File: src/rtl/reg_reader_pkg.sv
// Shared types and sizing helpers for the register word reader.
package reg_reader_pkg;

    typedef enum logic [1:0] {
        IDLE  = 2'd0,
        SHIFT = 2'd1,
        DONE  = 2'd2
    } state_t;

    // Counter must hold the value WIDTH itself, hence WIDTH+1.
    function automatic int cnt_width(input int width);
        return $clog2(width + 1);
    endfunction

endpackage

File: src/rtl/shift_reg_ld.sv
// Loadable shift register; shifts toward the output end and fills with zero.
module shift_reg_ld #(
    parameter int WIDTH     = 8,
    parameter bit MSB_FIRST = 1'b1
) (
    input  logic             clk,
    input  logic             reset,
    input  logic             load,
    input  logic             shift_en,
    input  logic [WIDTH-1:0] d,
    output logic [WIDTH-1:0] q
);

    always_ff @(posedge clk) begin
        if (reset) begin
            q <= '0;
        end else if (load) begin
            q <= d;
        end else if (shift_en) begin
            q <= MSB_FIRST ? (q << 1) : (q >> 1);
        end
    end

endmodule

File: src/rtl/reg_word_reader.sv
// Captures a register word on request and streams it out bit-serially.
// Handshake: a bit is transferred on every rising Clk edge where BitValid && Ready;
// BitValid and BitOut depend on registered state only and never on Ready.
module reg_word_reader
    import reg_reader_pkg::*;
#(
    parameter int WIDTH     = 8,
    parameter bit MSB_FIRST = 1'b1
) (
    input  logic             Clk,
    input  logic             Reset,
    input  logic [WIDTH-1:0] WordIn,
    input  logic             ReadReq,
    input  logic             Ready,
    output logic             BitOut,
    output logic             BitValid,
    output logic             Busy,
    output logic             Done,
    output state_t           state_dbg
);

    localparam int CW = cnt_width(WIDTH);

    state_t           state;
    state_t           state_nxt;
    logic [CW-1:0]    cnt;
    logic [WIDTH-1:0] shreg;
    logic             load;
    logic             shift_en;

    shift_reg_ld #(
        .WIDTH     (WIDTH),
        .MSB_FIRST (MSB_FIRST)
    ) u_shreg (
        .clk      (Clk),
        .reset    (Reset),
        .load     (load),
        .shift_en (shift_en),
        .d        (WordIn),
        .q        (shreg)
    );

    always_comb begin
        state_nxt = state;
        load      = 1'b0;
        shift_en  = 1'b0;
        case (state)
            IDLE: begin
                if (ReadReq) begin
                    load      = 1'b1;
                    state_nxt = SHIFT;
                end
            end
            SHIFT: begin
                if (Ready) begin
                    shift_en = 1'b1;
                    if (cnt == CW'(1)) begin
                        state_nxt = DONE;
                    end
                end
            end
            DONE:    state_nxt = IDLE;
            default: state_nxt = IDLE;
        endcase
    end

    always_ff @(posedge Clk) begin
        if (Reset) begin
            state <= IDLE;
            cnt   <= '0;
        end else begin
            state <= state_nxt;
            if (load) begin
                cnt <= CW'(WIDTH);
            end else if (shift_en) begin
                cnt <= cnt - CW'(1);
            end
        end
    end

    // BitOut is forced low outside SHIFT so idle/done cycles never show stale data.
    assign BitValid  = (state == SHIFT);
    assign BitOut    = BitValid & (MSB_FIRST ? shreg[WIDTH-1] : shreg[0]);
    assign Busy      = (state != IDLE);
    assign Done      = (state == DONE);
    assign state_dbg = state;

endmodule
File: config.mk
export PLATFORM = sky130hd
export DESIGN_NAME = reg_word_reader
export DESIGN_NICKNAME = d
export VERILOG_FILES = /design/src/rtl/reg_reader_pkg.sv /design/src/rtl/shift_reg_ld.sv /design/src/rtl/reg_word_reader.sv
export SDC_FILE = /design/constraint.sdc
export NUM_CORES = 1
export LEC_CHECK = 0
export ABC_AREA = 1
export CAP_MARGIN = 20
export CORE_MARGIN = 2
export CORE_UTILIZATION = 31
export CTS_CLUSTER_DIAMETER = 60
export DETAILED_ROUTE_END_ITERATION = 6
export GPL_ROUTABILITY_DRIVEN = 0
export PLACE_DENSITY = 0.66
export SETUP_SLACK_MARGIN = 0.5
export SKIP_LAST_GASP = 1
export SYNTH_ARGS = -nofsm -noshare
export SYNTH_HDL_FRONTEND = slang
export SYNTH_SLANG_ARGS = --single-unit
File: constraint.sdc
create_clock -name Clk -period 1.8 [get_ports Clk]
set_input_delay 0.27 -clock Clk [delete_from_list [all_inputs] [get_ports Clk]]
set_output_delay 0.27 -clock Clk [all_outputs]
set_load 0.1 [all_outputs]
==> impl_metrics.env <==
export IMPL_status="completed"
export IMPL_wire_per_inst_um=10.4
export IMPL_layout_nets=148
export IMPL_portBuffers=17
export IMPL_required_ps=1530
export IMPL_peakVddDrop_mv=0.377
export IMPL_cp_arrival_ps=1170
export IMPL_finalSetupViolCount=0
export IMPL_worst_path_buf_inv=3
export IMPL_clk_latency_ps=280
export IMPL_synth_top_family_by_area="simple AND/OR/NAND/NOR gates"
export IMPL_finalCritPeriodShare=0.799
export IMPL_fin_crit_ps=1440
export IMPL_synthCells=105
export IMPL_cp_cell_sequence="clkinvlp_4 -> buf_6 -> nor2_4 -> buf_12"
export IMPL_synth_fa_ha_area_frac=0.0344
export IMPL_start_util=0.329
export IMPL_endpoint_kind="primary output"
export IMPL_grt_antenna_before_repair=0
export IMPL_syn_to_final_growth_pct=62.0
export IMPL_cp_start_kind="register"
export IMPL_worst_path_max_delay_cell="dfxtp_4"
export IMPL_rsz0062_at_grt="true"
export IMPL_register_area_um2=288
export IMPL_highest_layer="met4"
export IMPL_drt_wl_total_um=1670
export IMPL_cts_buffers=3
export IMPL_drc=0
export IMPL_finalInstanceArea_mm2=0.00118
export IMPL_drt_pass1_iter_count=4
export IMPL_r2r_slack_ps=450
export IMPL_critPathTopFamily="buffers and inverters"
export IMPL_met3_length_um=64
export IMPL_placed_cell_area_mm2=0.00104
export IMPL_setup_tns_ps=0
export IMPL_drive_above_1_share=0.406
export IMPL_hold_path_class="register to register"
export IMPL_grt_pass1_wl_um=2740
export IMPL_ys_seq_elements=14
export IMPL_wl_met1_um=720
export IMPL_power_per_cell_area_mw_per_mm2=721
export IMPL_tightest_slew_ps=201
export IMPL_critical_path_class="register to primary output"
export IMPL_grt_pass1_vias=674
export IMPL_maxCapViolations=0
export IMPL_cts_path_max_buffers=2
export IMPL_postSynthAreaPerCell_um2=6.92
export IMPL_synth_xor_area_frac=0
export IMPL_via_count=728
export IMPL_cts_sinks=14
export IMPL_stdcell_count=161
export IMPL_synth_mux_area_frac=0
export IMPL_hold_viol=0
export IMPL_grt_ovfl_total=0
export IMPL_core_mm2=0.00221
export IMPL_vias_per_cell=4.52
export IMPL_yosysWarnings=0
export IMPL_fill_cells=228
export IMPL_ant_nets=0
export IMPL_cts_root_buf="clkbuf_4"
export IMPL_skew_ps=6.49
export IMPL_synth_compound_area_frac=0.119
export IMPL_grt_max_degree=11
export IMPL_antenna_cells=0
export IMPL_pin_count=18
export IMPL_cts_tree="built"
export IMPL_synth_distinct_cells=19
export IMPL_fmax_mhz=695
export IMPL_syn_nets=119
export IMPL_die_area_mm2=0.00275
export IMPL_synth_area_um2=727
export IMPL_htree_levels=1
export IMPL_placedCellCount=150
export IMPL_max_stage_delay_ps=370
export IMPL_die_height_um=52.4
export IMPL_ys_seq_area_frac=0.386
export IMPL_postCtsHoldBufs=0
export IMPL_worstPathMaxFanout=3
export IMPL_num_rows=17
export IMPL_finalPower_mw=0.849
export IMPL_drt_iter0_drc=11
export IMPL_drv_slew=0
export IMPL_multi_input_comb_area_um2=447
export IMPL_die_w_um=52.4
export IMPL_clkSlewWorstSetupHoldPaths_ps=90
export IMPL_leakagePower_nw=0.515
export IMPL_grt_use_total=0.132
export IMPL_met2_length_um=868
export IMPL_dp_hpwl_um=1220
export IMPL_synthSimpleGateAreaFrac=0.344
export IMPL_max_slew_margin=0.866
==> flip-flops by register name, summed over array words and instances, names as in the netlist <==
name       count
cnt            4
state_dbg      2
u_shreg.q      8
==> layout make-up <==
type | instances | share of cell area
Tap cell | 28 | 0.0298
Timing Repair Buffer | 24 | 0.236
Clock inverter | 1 | 0.00319
Multi-Input combinational cell | 70 | 0.379
Timing Repair inverter | 1 | 0.00531
Sequential cell | 14 | 0.244
Clock buffer | 3 | 0.0191
Inverter | 20 | 0.0829
==> cells by family (layout without fill, tap and decap cells) <==
logic type | Yosys count | count (layout)
AND/OR/NAND/NOR | 55 | 55
buffers and inverters | 21 | 49
adder cells (fa/ha/maj) | 2 | 2
flip-flops | 14 | 14
AO/OA/AOI/OAI | 13 | 13
==> layer usage <==
| metal | up-vias | global-route usage |
|---|---|---|
| met1 | 330 | 0.143 |
| met5 | - | 0 |
| li1 | 378 | - |
| met3 | 3 | 0.0257 |
| met4 | 0 | 0.0513 |
| met2 | 17 | 0.246 |
==> worst paths after layout <==
kind | startpoint | end | depth (start not counted)
setup reg to reg | state_dbg[1] | u_shreg.q[3] | 8
hold / removal | u_shreg.q[2] | u_shreg.q[2] | 2
hold reg to reg | u_shreg.q[2] | u_shreg.q[2] | 2
setup / recovery | state_dbg[1] | Done | 4
==> report_power, final <==
group / total [mW] / switching, mW / leakage [nW] / internal (mW)
Clock: 0.184 / 0.104 / 0.0154 / 0.0804
Combinational: 0.310 / 0.190 / 0.383 / 0.121
Sequential: 0.354 / 0.0209 / 0.116 / 0.333
Total: 0.849 / 0.315 / 0.515 / 0.534
==> repair_timing <==
item | 4_1_cts | 5_1_grt
cloned | 0 | 1
pin swaps | 0 | 10
setup buffers | 6 | 0
setup endpoints to repair | 4 | 17
resized for setup | 1 | 20
==> synthesized netlist by cell type <==
cell type / instances / area (µm²)
dfxtp_1: 14 / 280
nor2_2: 1 / 6.26
ha_1: 2 / 25.0
a21oi_2: 5 / 43.8
nand4_1: 1 / 6.26
nand2_4: 2 / 22.5
nand3b_1: 1 / 7.51
a21oi_1: 4 / 20.0
buf_2: 1 / 5.00
nand2_1: 36 / 135
o21ai_0: 3 / 15.0
clkinv_2: 2 / 10.0
inv_4: 1 / 6.26
o21a_1: 1 / 7.51
inv_1: 17 / 63.8
nor2_1: 8 / 30.0
nand3_4: 1 / 17.5
nand3_1: 4 / 20.0
nor3_1: 1 / 5.00
==> worst min-delay path, cell delays in order, from the launching register on <==
cell     delay (ps)
dfxtp_1         330
nand2_2          70
a21oi_2          40
==> through the flow <==
stage | setup WS (ps) | hold WS [ps] | utilization
2_1_floorplan | 99.6 | 408 | -
3_3_place_gp | 426 | 453 | 0.472
3_5_place_dp | 352 | 470 | 0.472
4_1_cts | 368 | 484 | 0.506
5_1_grt | 303 | 495 | 0.532
6_report | 362 | 474 | 0.532
==> placed cells by master (no fill, tap or decap), types with 2 or more instances in the layout <==
| cell type | instances |
|---|---|
| nand2_1 | 25 |
| inv_1 | 14 |
| dfxtp_1 | 12 |
| clkdlybuf4s50_1 | 11 |
| nand2_2 | 8 |
| a21oi_2 | 8 |
| buf_4 | 6 |
| nand2_4 | 5 |
| nor2_1 | 5 |
| buf_12 | 5 |
| clkbuf_4 | 3 |
| clkinvlp_4 | 2 |
| nor2_4 | 2 |
| nor2_2 | 2 |
| inv_4 | 2 |
| o21ai_1 | 2 |
| nand3_2 | 2 |
| nand3_1 | 2 |
| ha_1 | 2 |
| buf_6 | 2 |
| dfxtp_4 | 2 |
Power figures use the tool's default switching activity.
